`config.mk`:
```
export PLATFORM = sky130hd
export DESIGN_NAME = cla_5bit_bist
export DESIGN_NICKNAME = d
export VERILOG_FILES = /design/src/rtl/cla_5bit_bist.sv
export SDC_FILE = /design/constraint.sdc
export NUM_CORES = 1
export LEC_CHECK = 0
export ABC_AREA = 1
export CORE_MARGIN = 2
export CORE_UTILIZATION = 26
export CTS_CLUSTER_SIZE = 20
export DETAILED_ROUTE_END_ITERATION = 8
export GPL_TIMING_DRIVEN = 0
export PLACE_DENSITY = 0.48
export SYNTH_ARGS = -nofsm -noshare
export SYNTH_HDL_FRONTEND = slang
export SYNTH_SLANG_ARGS = --single-unit
```
`constraint.sdc`:
```
create_clock -name clk -period 2.9 [get_ports clk]
set_input_delay 0.29 -clock clk [delete_from_list [all_inputs] [get_ports clk]]
set_output_delay 0.29 -clock clk [all_outputs]
set_load 0.005 [all_outputs]
```
`src/rtl/cla_5bit_bist.sv`:
```
// cla_5bit_bist: exhaustive self-test driver/checker for a WIDTH-bit carry-lookahead adder.
// Walks every {c_in,a,b} vector, waits SETTLE_CYCLES, and compares the adder result to A+B+C_in.
module cla_5bit_bist #(
    parameter int WIDTH         = 5,
    parameter int SETTLE_CYCLES = 1,
    parameter int ERR_CNT_W     = 12
) (
    input  logic                 clk,
    input  logic                 rst,
    input  logic                 start,
    input  logic                 halt_on_err,
    output logic [WIDTH-1:0]     a_o,
    output logic [WIDTH-1:0]     b_o,
    output logic                 c_in_o,
    input  logic [WIDTH-1:0]     sum_i,
    input  logic                 c_out_i,
    output logic                 busy,
    output logic                 done,
    output logic                 pass,
    output logic [ERR_CNT_W-1:0] err_count,
    output logic                 fail_valid,
    output logic [2*WIDTH:0]     fail_vec
);
    localparam int VW = 2*WIDTH+1;
    localparam int SW = WIDTH+1;
    typedef enum logic [1:0] {IDLE, RUN, DONE} state_t;
    state_t state, state_nxt;
    logic [VW-1:0] vec;
    logic [3:0] settle_cnt;
    logic [SW-1:0] expected;
    logic check, mismatch, last, finish, launch;
    logic [ERR_CNT_W-1:0] err_nxt;

    // Operands come straight from the registered vector counter, so they are glitch-free.
    assign {c_in_o, a_o, b_o} = vec;

    always_comb begin
        expected  = SW'(a_o) + SW'(b_o) + SW'(c_in_o);
        launch    = start && (state != RUN);
        check     = (state == RUN) && (settle_cnt == 4'(SETTLE_CYCLES));
        mismatch  = check && ({c_out_i, sum_i} != expected);
        last      = (vec == '1);
        finish    = check && ((mismatch && halt_on_err) || last);
        err_nxt   = (mismatch && (err_count != '1)) ? err_count + 1'b1 : err_count;
        state_nxt = launch ? RUN : finish ? DONE : state;
    end

    always_ff @(posedge clk or posedge rst) begin
        if (rst)
            state <= IDLE;
        else
            state <= state_nxt;
    end

    always_ff @(posedge clk or posedge rst) begin
        if (rst) begin
            vec        <= '0;
            settle_cnt <= '0;
            err_count  <= '0;
            fail_valid <= 1'b0;
            fail_vec   <= '0;
            busy       <= 1'b0;
            done       <= 1'b0;
            pass       <= 1'b0;
        end else if (launch) begin
            vec        <= '0;
            settle_cnt <= '0;
            err_count  <= '0;
            fail_valid <= 1'b0;
            fail_vec   <= '0;
            busy       <= 1'b1;
            done       <= 1'b0;
            pass       <= 1'b0;
        end else if (check) begin
            err_count <= err_nxt;
            if (mismatch && !fail_valid) begin
                fail_vec   <= vec;
                fail_valid <= 1'b1;
            end
            if (finish) begin
                busy <= 1'b0;
                done <= 1'b1;
                pass <= (err_nxt == '0);
            end else begin
                vec        <= vec + 1'b1;
                settle_cnt <= '0;
            end
        end else if (state == RUN) begin
            settle_cnt <= settle_cnt + 1'b1;
        end
    end
endmodule

```
==> impl_metrics.tcl, run 1 <==
set metrics [dict create \
    status "finished, final reports clean" \
    die-area_um2 11340 \
    leakage_nw 1.697 \
    drt_wl_total_um 6956 \
    post-synth-top-area-cell "dfrtp_1" \
    grt-ovfl-total 0 \
    busiest_layer "met2" \
    clkSlewWorstSetupHoldPaths_ps 90 \
    path_max_fanout 10 \
    hold_viol_final 0 \
    cts_sinks 44 \
    dp_cells 549 \
    fmax_mhz 390.6 \
    fin_nets 439 \
    finClkSkew_ps 12.10 \
    drt_iter0_markers 137 \
    drive_above_1_share_pct 8.789 \
    port_buffers 47 \
    grtUsageMet1_pct 18.78 \
    tightest_slew_ps 534.3 \
    die_w_um 106.5 \
    vias_per_cell 4.463 \
    r2r_slack_ps 340 \
    slew_headroom_pct 64.38 \
    drcViolationCount 0 \
    rsz0062_at_grt "no" \
    avgSynthCellArea_um2 7.483 \
    grt_use_met3_pct 1.778 \
    synth_cells 365 \
    drv_slew 0 \
    drv_cap 0 \
    clock_path_buffers 2 \
    grtUsageMet2_pct 19.83 \
    power_density_nw_per_um2 767.3 \
    ir_drop_v 0.0002927 \
    numCtsBuffers 5 \
    synthDistinctLibCells 33 \
    ys_seq_area_share_pct 40.31 \
    grt_max_degree 27 \
    yosys_most_used_dff "dfrtp_1" \
    drtAntennaViolNets 0 \
    root_buffer "clkbuf_8" \
    ctsHtreeMaxLevel 2 \
    grt_pass1_vias 2342 \
    grt_pass1_wl_um 11650 \
    path_class "register to register" \
    drtPass1Iterations 4 \
    tns_ps 0 \
    syn_to_final_growth_pct 28.58 \
    detail_route.wl_per_cell_um 12.49 \
    synth_edf_count 0 \
    cts_tree "built" \
    ys_top_cells_by_area "dfrtp_1, nand2_1, inv_1" \
    end_kind "register" \
    setup_viol 0 \
    required_ps 3140 \
    ys_async_sr_fraction_pct 100.0 \
    finalCriticalPeriod_ps 2560 \
    instances_no_fill 557 \
    hpwl_um 5366 \
    synth_common_cells "nand2_1, inv_1, dfrtp_1, nand3_1, nor2_1" \
    track_usage_pct 12.71 \
    yosysMostFrequentCell "nand2_1" \
    num_vias 2486 \
    hp-class "input port to asynchronous set/reset pin" \
    io_pins 48 \
    std_cell_rows 37 \
    synth_nets 384 \
    clkLatencyLatePin_ps 300 \
    ys_seq_elements 44 \
    period_share_pct 88.28 \
    start_util_pct 26.58 \
    gp_congestion 0.8566 \
    core_area_um2 10280 \
    antenna_found_initial 0 \
    synth_warnings 0 \
    start_kind "register" \
    antenna_cells 0 \
    critPathArrivalTime_ps 2800 \
    synthesis.area_um2 2731 \
    chipHeight_um 106.5 \
    synth_top_area_share_pct 40.31 \
]
[logic make-up (layout without fill, tap and decap cells)]
logic type      after synthesis  in the layout  share of synthesized area [%]
fa+ha+maj                     9              9                          4.398
buf+inv                      65            121                          9.804
xor+xnor                     13             13                          4.169
simple gates                191            191                          32.43
compound gates               43             43                          8.887
flops                        44             44                          40.31
[power by group]
part           internal [mW]  total [mW]  switching [mW]
logic                  0.542        1.27           0.730
clock network          0.260       0.496           0.236
registers              0.767       0.927           0.159
[state kept, by name (all words and copies together) (netlist names)]
name and cells:
fail_valid 1, done 1, busy 1, vec 11
err_count 12, settle_cnt 4, state 2, fail_vec 11
pass 1
[worst max-delay path, stage by stage, from the launching register on]
cell and delay, ps:
dfrtp_2 470, fa_2 450, nand2_2 120, nand2_2 70, nand2_1 110, nand3_1 80
nand2_1 60, nand2_1 60, nor2_2 150, nand2_2 100, buf_2 200, nand4_1 110
nand2_1 70, nor2_1 110, nand2_1 60, nor2_1 150, nand2_1 80, nand2_1 60
[layout by cell type (no fill, tap or decap), drive strengths merged, types with 10 or more instances in the layout]
cell type and n:
dfrtp 44, clkbuf 10, clkdlybuf4s50 47, nor2 30, nand3 39, nand4 15, xor2 12, inv 54
o21ai 19, nand2 94, a21oi 20
[layer usage]
metal	wire [um]	part of all wire [%]
met1	3572	51
met2	3116	45
met3	212	3.0
met4	55	0.79
met5	0	0
[final timing paths]
kind / start / to / depth (start not counted)
min: rst / fail_valid / 2
max reg2reg: vec[5] / pass / 17
max in group asynchronous: rst / settle_cnt[1] / 3
min in group clk: fail_vec[8] / fail_vec[8] / 2
min reg2reg: fail_vec[8] / fail_vec[8] / 2
max: vec[5] / pass / 17
[stage by stage]
step / utilization [%] / hold slack [ps] / instance area, um^2 / worst slack, ps / power [mW]
after global placement: 32.81 / 484.5 / 3372 / 268.8 / 2.207
after CTS: 34.12 / 320.1 / 3507 / 226.5 / 2.742
after floorplan: - / 446.1 / 2731 / 639.6 / 1.728
final: 34.17 / 304.8 / 3512 / 339.9 / 2.695
after detailed placement: 33.00 / 491.7 / 3392 / 268.3 / 2.224
after global routing: 34.17 / 352.5 / 3512 / 27.45 / 2.938
[layout make-up]
class | instances | area, um^2
Buffer | 12 | 66.31
Inverter | 53 | 201.4
Fill cell | 1141 | 6765
Clock buffer | 5 | 68.82
Clock inverter | 3 | 46.29
Tap cell | 136 | 170.2
Sequential cell | 44 | 1104
Timing Repair Buffer | 48 | 490.5
Multi-Input combinational cell | 256 | 1365
[repair_timing]
action / CTS / global route
endpoints found under the hold margin: 0 / 0
gates resized for setup: 0 / 3
buffers inserted: 0 / 0
hold buffers: 0 / 0
setup endpoints to repair: 0 / 1
Power figures use the tool's default switching activity.
==> inputs of run 2 (changes only) <==
HOLD_SLACK_MARGIN = 0.06   (was unset)
==> results of run 2 <==
The final DEF is identical to that of run 1; final timing and power are the same.
==> inputs of run 3 (changes only) <==
ABC_AREA = 0   (was 1)
CTS_CLUSTER_SIZE = unset   (was 20)
PLACE_DENSITY = 0.43   (was 0.48)
==> run 3 against run 2 <==
Net effect:
- total power is 10% lower
- clock skew is 8.1 ps lower
- highest routed layer unchanged
- largest cell class unchanged
- area after synthesis is 6.3% lower
- flip-flop and latch count stayed put
- cell count is 13% lower
- final area hardly changed
- worst setup slack worse by 210 ps
- register-to-register slack worse by 210 ps
- critical path depth is 6 lower
- synthesized cell count is 22% lower
==> impl_metrics.tcl, run 3 <==
set metrics [dict create \
    path_class "register to register" \
    synth_edf_count 0 \
    critical_path.startpoint "vec[0]" \
    io_pins 48 \
    reg_top3 "err_count: 12 flops, fail_vec: 11 flops, vec: 11 flops" \
    r2r-start "vec[0]" \
    fmax_mhz 360.5 \
    numCtsBuffers 5 \
    synth_top_area_share_pct 43.03 \
    track_usage_pct 14.08 \
    wl_met1_um 3427 \
    hold_viol_final 0 \
    finalCriticalPeriod_ps 2774 \
    path_max_fanout 10 \
    grt_max_degree 30 \
    vias_per_cell 4.649 \
    yosys_most_used_dff "dfrtp_1" \
    port_buffers 47 \
    routed-wl-met3_um 285 \
    status "finished, final reports clean" \
    final_cell_mix "clkdlybuf4s50_1, nand2_1, dfrtp_1" \
    synth_cells 284 \
    tns_ps 0 \
    end_kind "register" \
    synth_common_cells "dfrtp_1, nand2_1, o21ai_0, nor2_1, nand3_1" \
    drt_iter0_markers 77 \
    std_cell_rows 36 \
    ys_async_sr_fraction_pct 100.0 \
    antenna_found_initial 0 \
    hp-class "input port to asynchronous set/reset pin" \
    ys_top_cells_by_area "dfrtp_1, nand2_1, o21ai_0" \
    drtAntennaViolNets 0 \
    power_frac_clock_pct 19.8 \
    fin_nets 367 \
    root_buffer "clkbuf_8" \
    drv_slew 0 \
    clkSlewWorstSetupHoldPaths_ps 90 \
    grt_pass1_wl_um 11540 \
    clkLatencyLatePin_ps 300 \
    num_vias 2241 \
    detail_route.wl_per_cell_um 14.70 \
    drtPass1Iterations 4 \
    synthesis.area_um2 2559 \
    cts_tree "built" \
    drcViolationCount 0 \
    pwr-share-seq_pct 37.7 \
    antenna_cells 0 \
    power_density_nw_per_um2 687.4 \
    largest_reg_flops 12 \
    regArea_um2 1111 \
    post-synth-top-area-cell "dfrtp_1" \
    leakage_nw 1.414 \
    rsz0062_at_grt "yes" \
    drive_above_1_share_pct 16.62 \
    ir_drop_v 0.0002912 \
    worst_slack_ps 126.3 \
    regMostFlops "err_count" \
    die_w_um 103.2 \
    internal_power_mw 1.491 \
    critPathArrivalTime_ps 2950 \
    p_switching_uw 921.9 \
    setup_viol 0 \
    chipHeight_um 103.2 \
    synthDistinctLibCells 50 \
    drt_wl_total_um 7084 \
    fin_util_pct 36.24 \
    ys_seq_elements 44 \
    ys_seq_area_share_pct 43.03 \
    hpwl_um 5026 \
    start_kind "register" \
    cts_sinks 44 \
    multi_input_area_um2 1461 \
    required_ps 3080 \
    core_area_um2 9684 \
    drv_cap 0 \
    grt-ovfl-total 0 \
    fill_cells 1005 \
    synth_nets 303 \
    top_layer "met4" \
    avgSynthCellArea_um2 9.010 \
    period_share_pct 95.65 \
    grt_pass1_vias 2216 \
    dpl_worst_slack_ps -435.3 \
    die-area_um2 10650 \
    p_comb_share_pct 42.5 \
    switching_share_pct 38.21 \
    clock_path_buffers 2 \
    met2_length_um 3292 \
    synth_warnings 0 \
    gp_congestion 0.7857 \
    start_util_pct 26.42 \
    syn_to_final_growth_pct 37.16 \
    final_common_cell "clkdlybuf4s50_1" \
    tightest_slew_ps 587.2 \
    ctsHtreeMaxLevel 2 \
    yosysMostFrequentCell "dfrtp_1" \
    finClkSkew_ps 4.032 \
    slew_headroom_pct 60.85 \
]
## run 3: cell types whose count changed in the layout (fill, tap and decap cells not counted), moves of 9 or more
cell     before  now
nand2_1      89   43
inv_1        51    8
nand3_1      37   19
o21ai_0      15   26
xnor2_1       1   12
a21oi_1      17    7
nand4_1      15    6
## run 3: worst paths after layout
kind                          endpoint  slack (ps)  cells after the start
min in group clk                  done         490                      1
min                        fail_vec[8]         270                      2
max                             vec[7]         130                     11
max reg2reg                     vec[7]         130                     11
max in group asynchronous       vec[3]        2130                      3
min reg2reg                       done         490                      1
## run 3: critical path: stages, from the launching register on
cell and delay [ps]:
dfrtp_2 470, fa_2 410, buf_4 150, a21oi_2 150
xnor2_1 110, nor3_2 240, o211ai_4 200, a211o_2 400
buf_6 150, nor3_2 180, xnor2_1 140, nor2_1 60
## run 3: through the flow
step                      area (um^2)  cells  hold WS, ps  power (mW)
after floorplan                  2559    284        389.0       1.443
after global placement           3196    464        477.7       1.860
after detailed placement         3216    465        478.5       1.867
after global routing             3510    482        304.7       2.609
after CTS                        3377    474        280.8       2.378
final                            3510    482        269.3       2.413
## run 3: logic make-up (layout without fill, tap and decap cells)
kind of cell,Yosys count,in the layout,share of synthesized area [%]
buf+inv,21,86,3.521
flops,44,44,43.03
compound gates,55,55,13.25
fa+ha+maj,9,9,4.695
mux,9,9,3.570
xor+xnor,20,20,6.846
simple gates,126,126,25.09
## run 3: area by class of cell
type	instances	share of cell area, %
multi-input combinational	219	41.64
timing repair buffer	58	16.22
clock buffer	6	2.068
inverter	9	0.9626
sequential	44	31.66
buffer	11	1.711
clock inverter	2	0.9982
tap	133	4.742
## run 3: timing repair
item | in CTS | in global routing
resized for setup | 11 | 18
pin swaps | 1 | 3
gates cloned | 0 | 0
buffers inserted | 1 | 9
setup endpoints to repair | 33 | 28
hold buffers | 0 | 0
## run 3: layer usage
layer / track usage, % / up-vias
met4: 3.543 / 0
met2: 22.33 / 44
met5: 0 / -
met3: 2.957 / 8
met1: 19.70 / 1068
li1: - / 1121
## run 3: power groups by stage
stage	clock [mW]	sequential, mW	combinational (mW)
floorplan	0	0.886	0.557
CTS	0.495	0.912	0.971
global placement	0	0.922	0.938
global route	0.523	0.938	1.15
finish	0.478	0.910	1.02
detailed placement	0	0.921	0.946
